`src/rtl/alu_muldiv_pkg.sv`:
```
// rtl/alu_muldiv_pkg.sv - shared execute-command codes for the ALU and mul/div unit
package alu_muldiv_pkg;

   // Width of the execute-command field shared by decode and execute.
   localparam int CMD_LEN = 4;

   // Single-cycle ALU operations.
   localparam logic [CMD_LEN-1:0] CMD_ADD   = 4'd0;
   localparam logic [CMD_LEN-1:0] CMD_SUB   = 4'd2;
   localparam logic [CMD_LEN-1:0] CMD_AND   = 4'd4;
   localparam logic [CMD_LEN-1:0] CMD_OR    = 4'd5;
   localparam logic [CMD_LEN-1:0] CMD_NOR   = 4'd6;
   localparam logic [CMD_LEN-1:0] CMD_XOR   = 4'd7;
   localparam logic [CMD_LEN-1:0] CMD_SLL   = 4'd8;
   localparam logic [CMD_LEN-1:0] CMD_SRA   = 4'd9;
   localparam logic [CMD_LEN-1:0] CMD_SRL   = 4'd10;

   // Iterative operations and HI/LO moves.
   localparam logic [CMD_LEN-1:0] CMD_MULTU = 4'd11;
   localparam logic [CMD_LEN-1:0] CMD_DIVU  = 4'd12;
   localparam logic [CMD_LEN-1:0] CMD_MFHI  = 4'd13;
   localparam logic [CMD_LEN-1:0] CMD_MFLO  = 4'd14;

endpackage

```
`src/rtl/muldiv_iter.sv`:
```
// rtl/muldiv_iter.sv - iterative unsigned shift-add multiplier / restoring divider with HI/LO
module muldiv_iter #(
   parameter int WORD_LEN = 32
) (
   input  logic                clk,
   input  logic                rst,
   input  logic                start_mul_i,
   input  logic                start_div_i,
   input  logic [WORD_LEN-1:0] val1_i,
   input  logic [WORD_LEN-1:0] val2_i,
   output logic [WORD_LEN-1:0] hi_o,
   output logic [WORD_LEN-1:0] lo_o,
   output logic                busy_o,
   output logic                done_o
);

   typedef enum logic [1:0] {IDLE, MUL, DIV, DONE} state_t;

   localparam int CNT_W = $clog2(WORD_LEN);
   localparam logic [CNT_W-1:0] LAST_STEP = CNT_W'(WORD_LEN - 1);

   state_t                  state_q, state_d;
   logic [CNT_W-1:0]        cnt_q, cnt_d;
   // work_q is {hi-half, lo-half}: product accumulator / multiplier for MUL,
   // partial remainder / dividend-becoming-quotient for DIV.
   logic [2*WORD_LEN-1:0]   work_q, work_d;
   // Multiplicand for MUL, divisor for DIV.
   logic [WORD_LEN-1:0]     opnd_q, opnd_d;
   logic [WORD_LEN-1:0]     hi_q, hi_d;
   logic [WORD_LEN-1:0]     lo_q, lo_d;

   logic [WORD_LEN:0]       mul_sum;
   logic [2*WORD_LEN-1:0]   mul_next;
   logic [WORD_LEN:0]       div_shift;
   logic [WORD_LEN:0]       div_trial;
   logic                    div_ok;
   logic [2*WORD_LEN-1:0]   div_next;
   logic                    last;

   // One datapath step: conditional add then shift right (MUL); shift left,
   // trial subtract, keep or restore (DIV). A zero divisor always "fits",
   // which naturally yields all-ones quotient and remainder = dividend.
   always_comb begin
      mul_sum   = {1'b0, work_q[2*WORD_LEN-1:WORD_LEN]} + {1'b0, opnd_q};
      mul_next  = work_q[0] ? {mul_sum, work_q[WORD_LEN-1:1]}
                            : {1'b0, work_q[2*WORD_LEN-1:1]};
      div_shift = work_q[2*WORD_LEN-1:WORD_LEN-1];
      div_trial = div_shift - {1'b0, opnd_q};
      div_ok    = ~div_trial[WORD_LEN];
      div_next  = {(div_ok ? div_trial[WORD_LEN-1:0] : div_shift[WORD_LEN-1:0]),
                   work_q[WORD_LEN-2:0], div_ok};
      last      = (cnt_q == LAST_STEP);
   end

   // Next-state logic: accept new ops from IDLE/DONE, step for WORD_LEN cycles.
   always_comb begin
      state_d = state_q;
      cnt_d   = cnt_q;
      work_d  = work_q;
      opnd_d  = opnd_q;
      hi_d    = hi_q;
      lo_d    = lo_q;
      case (state_q)
         IDLE, DONE: begin
            state_d = IDLE;
            if (start_mul_i) begin
               state_d = MUL;
               opnd_d  = val1_i;
               work_d  = {{WORD_LEN{1'b0}}, val2_i};
               cnt_d   = '0;
            end else if (start_div_i) begin
               state_d = DIV;
               opnd_d  = val2_i;
               work_d  = {{WORD_LEN{1'b0}}, val1_i};
               cnt_d   = '0;
            end
         end
         MUL: begin
            work_d = mul_next;
            cnt_d  = cnt_q + 1'b1;
            if (last) begin
               state_d = DONE;
               hi_d    = mul_next[2*WORD_LEN-1:WORD_LEN];
               lo_d    = mul_next[WORD_LEN-1:0];
            end
         end
         DIV: begin
            work_d = div_next;
            cnt_d  = cnt_q + 1'b1;
            if (last) begin
               state_d = DONE;
               hi_d    = div_next[2*WORD_LEN-1:WORD_LEN];
               lo_d    = div_next[WORD_LEN-1:0];
            end
         end
         default: state_d = IDLE;
      endcase
   end

   // State and datapath registers; reset aborts any in-flight operation.
   always_ff @(posedge clk) begin
      if (rst) begin
         state_q <= IDLE;
         cnt_q   <= '0;
         work_q  <= '0;
         opnd_q  <= '0;
         hi_q    <= '0;
         lo_q    <= '0;
      end else begin
         state_q <= state_d;
         cnt_q   <= cnt_d;
         work_q  <= work_d;
         opnd_q  <= opnd_d;
         hi_q    <= hi_d;
         lo_q    <= lo_d;
      end
   end

   assign hi_o   = hi_q;
   assign lo_o   = lo_q;
   assign busy_o = (state_q == MUL) || (state_q == DIV);
   assign done_o = (state_q == DONE);

endmodule

```
`src/rtl/alu_muldiv.sv`:
```
// rtl/alu_muldiv.sv - combinational ALU with HI/LO moves around the iterative mul/div unit
module alu_muldiv
   import alu_muldiv_pkg::*;
#(
   parameter int WORD_LEN    = 32,
   parameter int EXE_CMD_LEN = CMD_LEN
) (
   input  logic                   clk,
   input  logic                   rst,
   input  logic [WORD_LEN-1:0]    val1,
   input  logic [WORD_LEN-1:0]    val2,
   input  logic [EXE_CMD_LEN-1:0] EXE_CMD,
   input  logic                   start,
   output logic [WORD_LEN-1:0]    aluOut,
   output logic [WORD_LEN-1:0]    hi,
   output logic [WORD_LEN-1:0]    lo,
   output logic                   busy,
   output logic                   done
);

   localparam int SHW = $clog2(WORD_LEN);

   logic [SHW-1:0] shamt;
   logic           start_mul;
   logic           start_div;

   assign shamt     = val2[SHW-1:0];
   assign start_mul = start && (EXE_CMD == CMD_MULTU);
   assign start_div = start && (EXE_CMD == CMD_DIVU);

   muldiv_iter #(
      .WORD_LEN (WORD_LEN)
   ) u_iter (
      .clk         (clk),
      .rst         (rst),
      .start_mul_i (start_mul),
      .start_div_i (start_div),
      .val1_i      (val1),
      .val2_i      (val2),
      .hi_o        (hi),
      .lo_o        (lo),
      .busy_o      (busy),
      .done_o      (done)
   );

   // Single-cycle result select; iterative ops and unknown codes read as zero.
   always_comb begin
      aluOut = '0;
      case (EXE_CMD)
         CMD_ADD:  aluOut = val1 + val2;
         CMD_SUB:  aluOut = val1 - val2;
         CMD_AND:  aluOut = val1 & val2;
         CMD_OR:   aluOut = val1 | val2;
         CMD_NOR:  aluOut = ~(val1 | val2);
         CMD_XOR:  aluOut = val1 ^ val2;
         CMD_SLL:  aluOut = val1 << shamt;
         CMD_SRL:  aluOut = val1 >> shamt;
         CMD_SRA:  aluOut = WORD_LEN'($signed(val1) >>> shamt);
         CMD_MFHI: aluOut = hi;
         CMD_MFLO: aluOut = lo;
         default:  aluOut = '0;
      endcase
   end

endmodule

```
`config.mk`:
```
export PLATFORM = sky130hd
export DESIGN_NAME = alu_muldiv
export DESIGN_NICKNAME = d
export VERILOG_FILES = /design/src/rtl/alu_muldiv_pkg.sv /design/src/rtl/muldiv_iter.sv /design/src/rtl/alu_muldiv.sv
export SDC_FILE = /design/constraint.sdc
export NUM_CORES = 1
export LEC_CHECK = 0
export BUFFER_PORTS_ARGS = -buffer_cell sky130_fd_sc_hd__buf_2
export CORE_MARGIN = 10
export CORE_UTILIZATION = 45
export CTS_CLUSTER_SIZE = 28
export DETAILED_ROUTE_END_ITERATION = 10
export HOLD_SLACK_MARGIN = 0.05
export SLEW_MARGIN = 10
export SYNTH_ARGS = -nofsm -noshare
export SYNTH_HDL_FRONTEND = slang
export SYNTH_HIERARCHICAL = 1
export SYNTH_SLANG_ARGS = --single-unit
```
`constraint.sdc`:
```
create_clock -name clk -period 14.11 [get_ports clk]
set_input_delay 1.411 -clock clk [delete_from_list [all_inputs] [get_ports clk]]
set_output_delay 1.411 -clock clk [all_outputs]
set_load 0.005 [all_outputs]
```
==> metrics <==
number of vias per cell=6.891; Area Overhead vs Synth=8.038%; Final Setup Violations=0; top routing layer used=met5; RSZ-0062 raised after global routing=false; Worst-path clk slew=0.07 ns; min Tclk post-route=7.914 ns; core area=46460 um^2; share of layout cells above drive strength 1=13.05%; Layout Nets=3054; post-CTS setup buffers=0; Critical path origin=EXE_CMD[1]; reg2reg end=u_iter/hi_o[11]; cts bufs inserted=17; #FFs+latches synth=167; cell count after synthesis=2795; Worst R2R Setup Slack=9.63 ns; CP Max Fanout=44; wl on met1=43380 um; Syn Nets=3035; Diodes inserted=0; Pleak=9.253 nW; Hold Crit Class=reg2reg; worst slew pin tran=1.155 ns; f_max=126.4 MHz; Critical Path RT=12.70 ns; Clock Skew=0.01118 ns; largest net degree at the start of global routing=84; Yosys warnings=6; Setup CP Type=in2out; routed wl met2=42060 um; Die Wd=236.7 um; top post-synthesis cells by area=dfxtp_1 (16%), ha_1 (9.8%), mux2i_1 (9.5%); WHS Endpoint=u_iter/hi_o[28]; Max Slew Vio Count=0; Post-route DRC=0; Post-synth EDFFs=0; post-synthesis sequential area ratio=15.82%; clk sink count=167; Synth cell types=107; TritonCTS clock tree=yes; H-tree levels=4; Global Route Usage Sum=34.21%; Worst Setup End Kind=primary output; Setup crit start kind=input pin; Fin Setup TNS=0 ns; initial antenna violation count=7; first-pass GRT wire length=147400 um; post-synth top area share=15.82%; Max-slew headroom=22.73%; post-CTS sizing=0; vias in the first global route=21735; total of max-cap violations=0; site row count=79; average wire per standard cell=29.45 um; global route total overflow=0; Synth area leader=dfxtp_1; CTS Root Cell=clkbuf_16; Post-Route WL=101100 um; Routed Antenna Nets=0; IO buf count=168; final hold violation count=0; mean post-synth cell area=7.563 um^2; DR vias=23665; Hold Crit Depth=2; R2R Path Start=u_iter/work_q[31]; initial core utilization=45.50%; Longest Clk Path Bufs=2; Clock Latency Late Sink=0.45 ns; FILL cells=4689; asr flop ratio synth=0%; hold path start=u_iter/hi_o[28]; Placed Area=22210 um^2; Worst EP arrival=6.50 ns; Final Cycle Share=56.08%; status=finished clean; dpl hpwl=77250 um; Synth Cell Area=21140 um^2; reg2reg path depth=14; routed wl met3=12220 um; initial drt markers=3270; DIE AREA=56040 um^2; Die H=236.7 um; Top FF cell, synth=dfxtp_1; cts hold-fix bufs=0; post-route cell area=22840 um^2; PwrDens=107.4 nW/um^2; GPL Wtd Cong=1.065; maximum vdd ir drop=0.1946 mV; first drt pass iteration count=6; IO Pins=169
-- power by group --
group	leakage [nW]	switching, mW	internal, mW	total, mW
Clock	0.298	0.214	0.290	0.504
Sequential	1.35	0.0757	0.526	0.601
Combinational	7.60	0.867	0.480	1.35
-- cells by family (layout without fill, tap and decap cells) --
kind of cell / count (synthesis) / count (layout) / synth area share [%]
compound gates: 946 / 946 / 29.88
xor+xnor: 108 / 108 / 4.475
fa+ha+maj: 169 / 169 / 10.11
buf+inv: 347 / 379 / 6.724
flops: 167 / 167 / 15.82
mux: 278 / 278 / 16.52
simple gates: 780 / 780 / 16.47
-- layout make-up --
cell class	instances	area, um^2	share of cell area, %
Clock buffer	19	452.9	1.983
Clock inverter	13	168.9	0.7396
Inverter	139	521.8	2.285
Multi-Input combinational cell	2281	16440	71.99
Sequential cell	167	3344	14.64
Tap cell	607	759.5	3.326
Timing Repair Buffer	208	1149	5.030
-- Yosys cell counts, types with 14 or more instances --
cell type / count
nor2_1: 327
a21oi_1: 251
nand2_1: 212
mux2i_1: 200
dfxtp_1: 167
ha_1: 166
o21ai_0: 154
clkbuf_1: 140
inv_1: 136
a211oi_1: 121
xnor2_1: 78
mux4_2: 54
nor3_1: 49
nand3_1: 47
a22oi_1: 46
a221oi_1: 45
a21o_1: 42
o211ai_1: 36
xor2_1: 30
buf_1: 27
buf_2: 27
nand4_1: 25
o22ai_1: 24
nor2b_1: 23
a31oi_1: 22
mux2_2: 22
o221ai_1: 20
nand2b_1: 19
o21bai_1: 19
o21ai_1: 18
and3_1: 17
o21a_1: 15
or3_1: 14
-- worst max-delay path by stage --
stage | end | slack, ns
after floorplan | aluOut[31] | 7.41
after global placement | aluOut[26] | 6.45
after detailed placement | aluOut[26] | 6.27
after CTS | aluOut[26] | 6.25
after global routing | aluOut[26] | 5.98
final | aluOut[26] | 6.20
-- worst max-delay path, cell delays in order --
cell and delay [ns]:
buf_2 0.07, buf_4 0.44, nand2b_1 0.38, or3_2 0.76
nand2_1 0.14, o21ai_0 0.15, fa_1 0.47, nand2b_1 0.19
a21oi_1 0.23, o41a_1 0.29, a311o_1 0.23, nand2_1 0.16
o311ai_0 0.94, o22ai_1 0.17, a211o_1 0.31, buf_2 0.13
-- through the flow --
stage	power, mW	utilization [%]	std cells	hold slack [ns]	setup WS, ns
6_report	2.452	49.16	3434	0.4767	6.196
2_1_floorplan	1.522	-	2795	0.4471	7.414
5_1_grt	2.571	49.16	3434	0.5339	5.983
4_1_cts	2.417	49.15	3434	0.4812	6.252
3_3_place_gp	1.900	47.81	3402	0.4634	6.453
3_5_place_dp	1.914	47.81	3402	0.4692	6.271
-- layout by cell type, fill, tap and decap left out, types with 10 or more instances in the layout --
cell	count
o21ai_1	18
o32ai_1	10
buf_4	43
nor3_1	46
o21a_1	14
o31ai_1	12
a21oi_1	251
and2_1	12
o21ai_0	153
clkbuf_16	17
o22ai_1	24
xnor2_1	78
nand2_1	212
ha_1	165
mux4_2	54
nand4_1	25
a21o_1	42
a31oi_1	22
and3_1	17
mux2i_1	200
a211oi_1	121
a221oi_1	45
nor2_1	325
xor2_1	30
nand3_1	47
o21bai_1	19
o221ai_1	20
nor2b_1	22
mux2_2	22
dfxtp_1	166
o211ai_1	36
inv_1	136
nand2b_1	19
or3_1	14
a22oi_1	46
buf_2	165
-- sequential cells by signal, summed over array words and instances (netlist names) --
name and cells:
u_iter/state_q 2, u_iter/hi_o 32, u_iter/work_q 64, u_iter/cnt_q 5
u_iter/lo_o 32, u_iter/opnd_q 32
-- metal layers --
metal | vias to the layer above | global-route usage (%)
met5 | - | 0
met4 | 8 | 11.68
li1 | 10463 | -
met3 | 205 | 8.672
met2 | 1568 | 49.96
met1 | 11421 | 47.73
No activity file was read; power rests on OpenSTA's default activity.
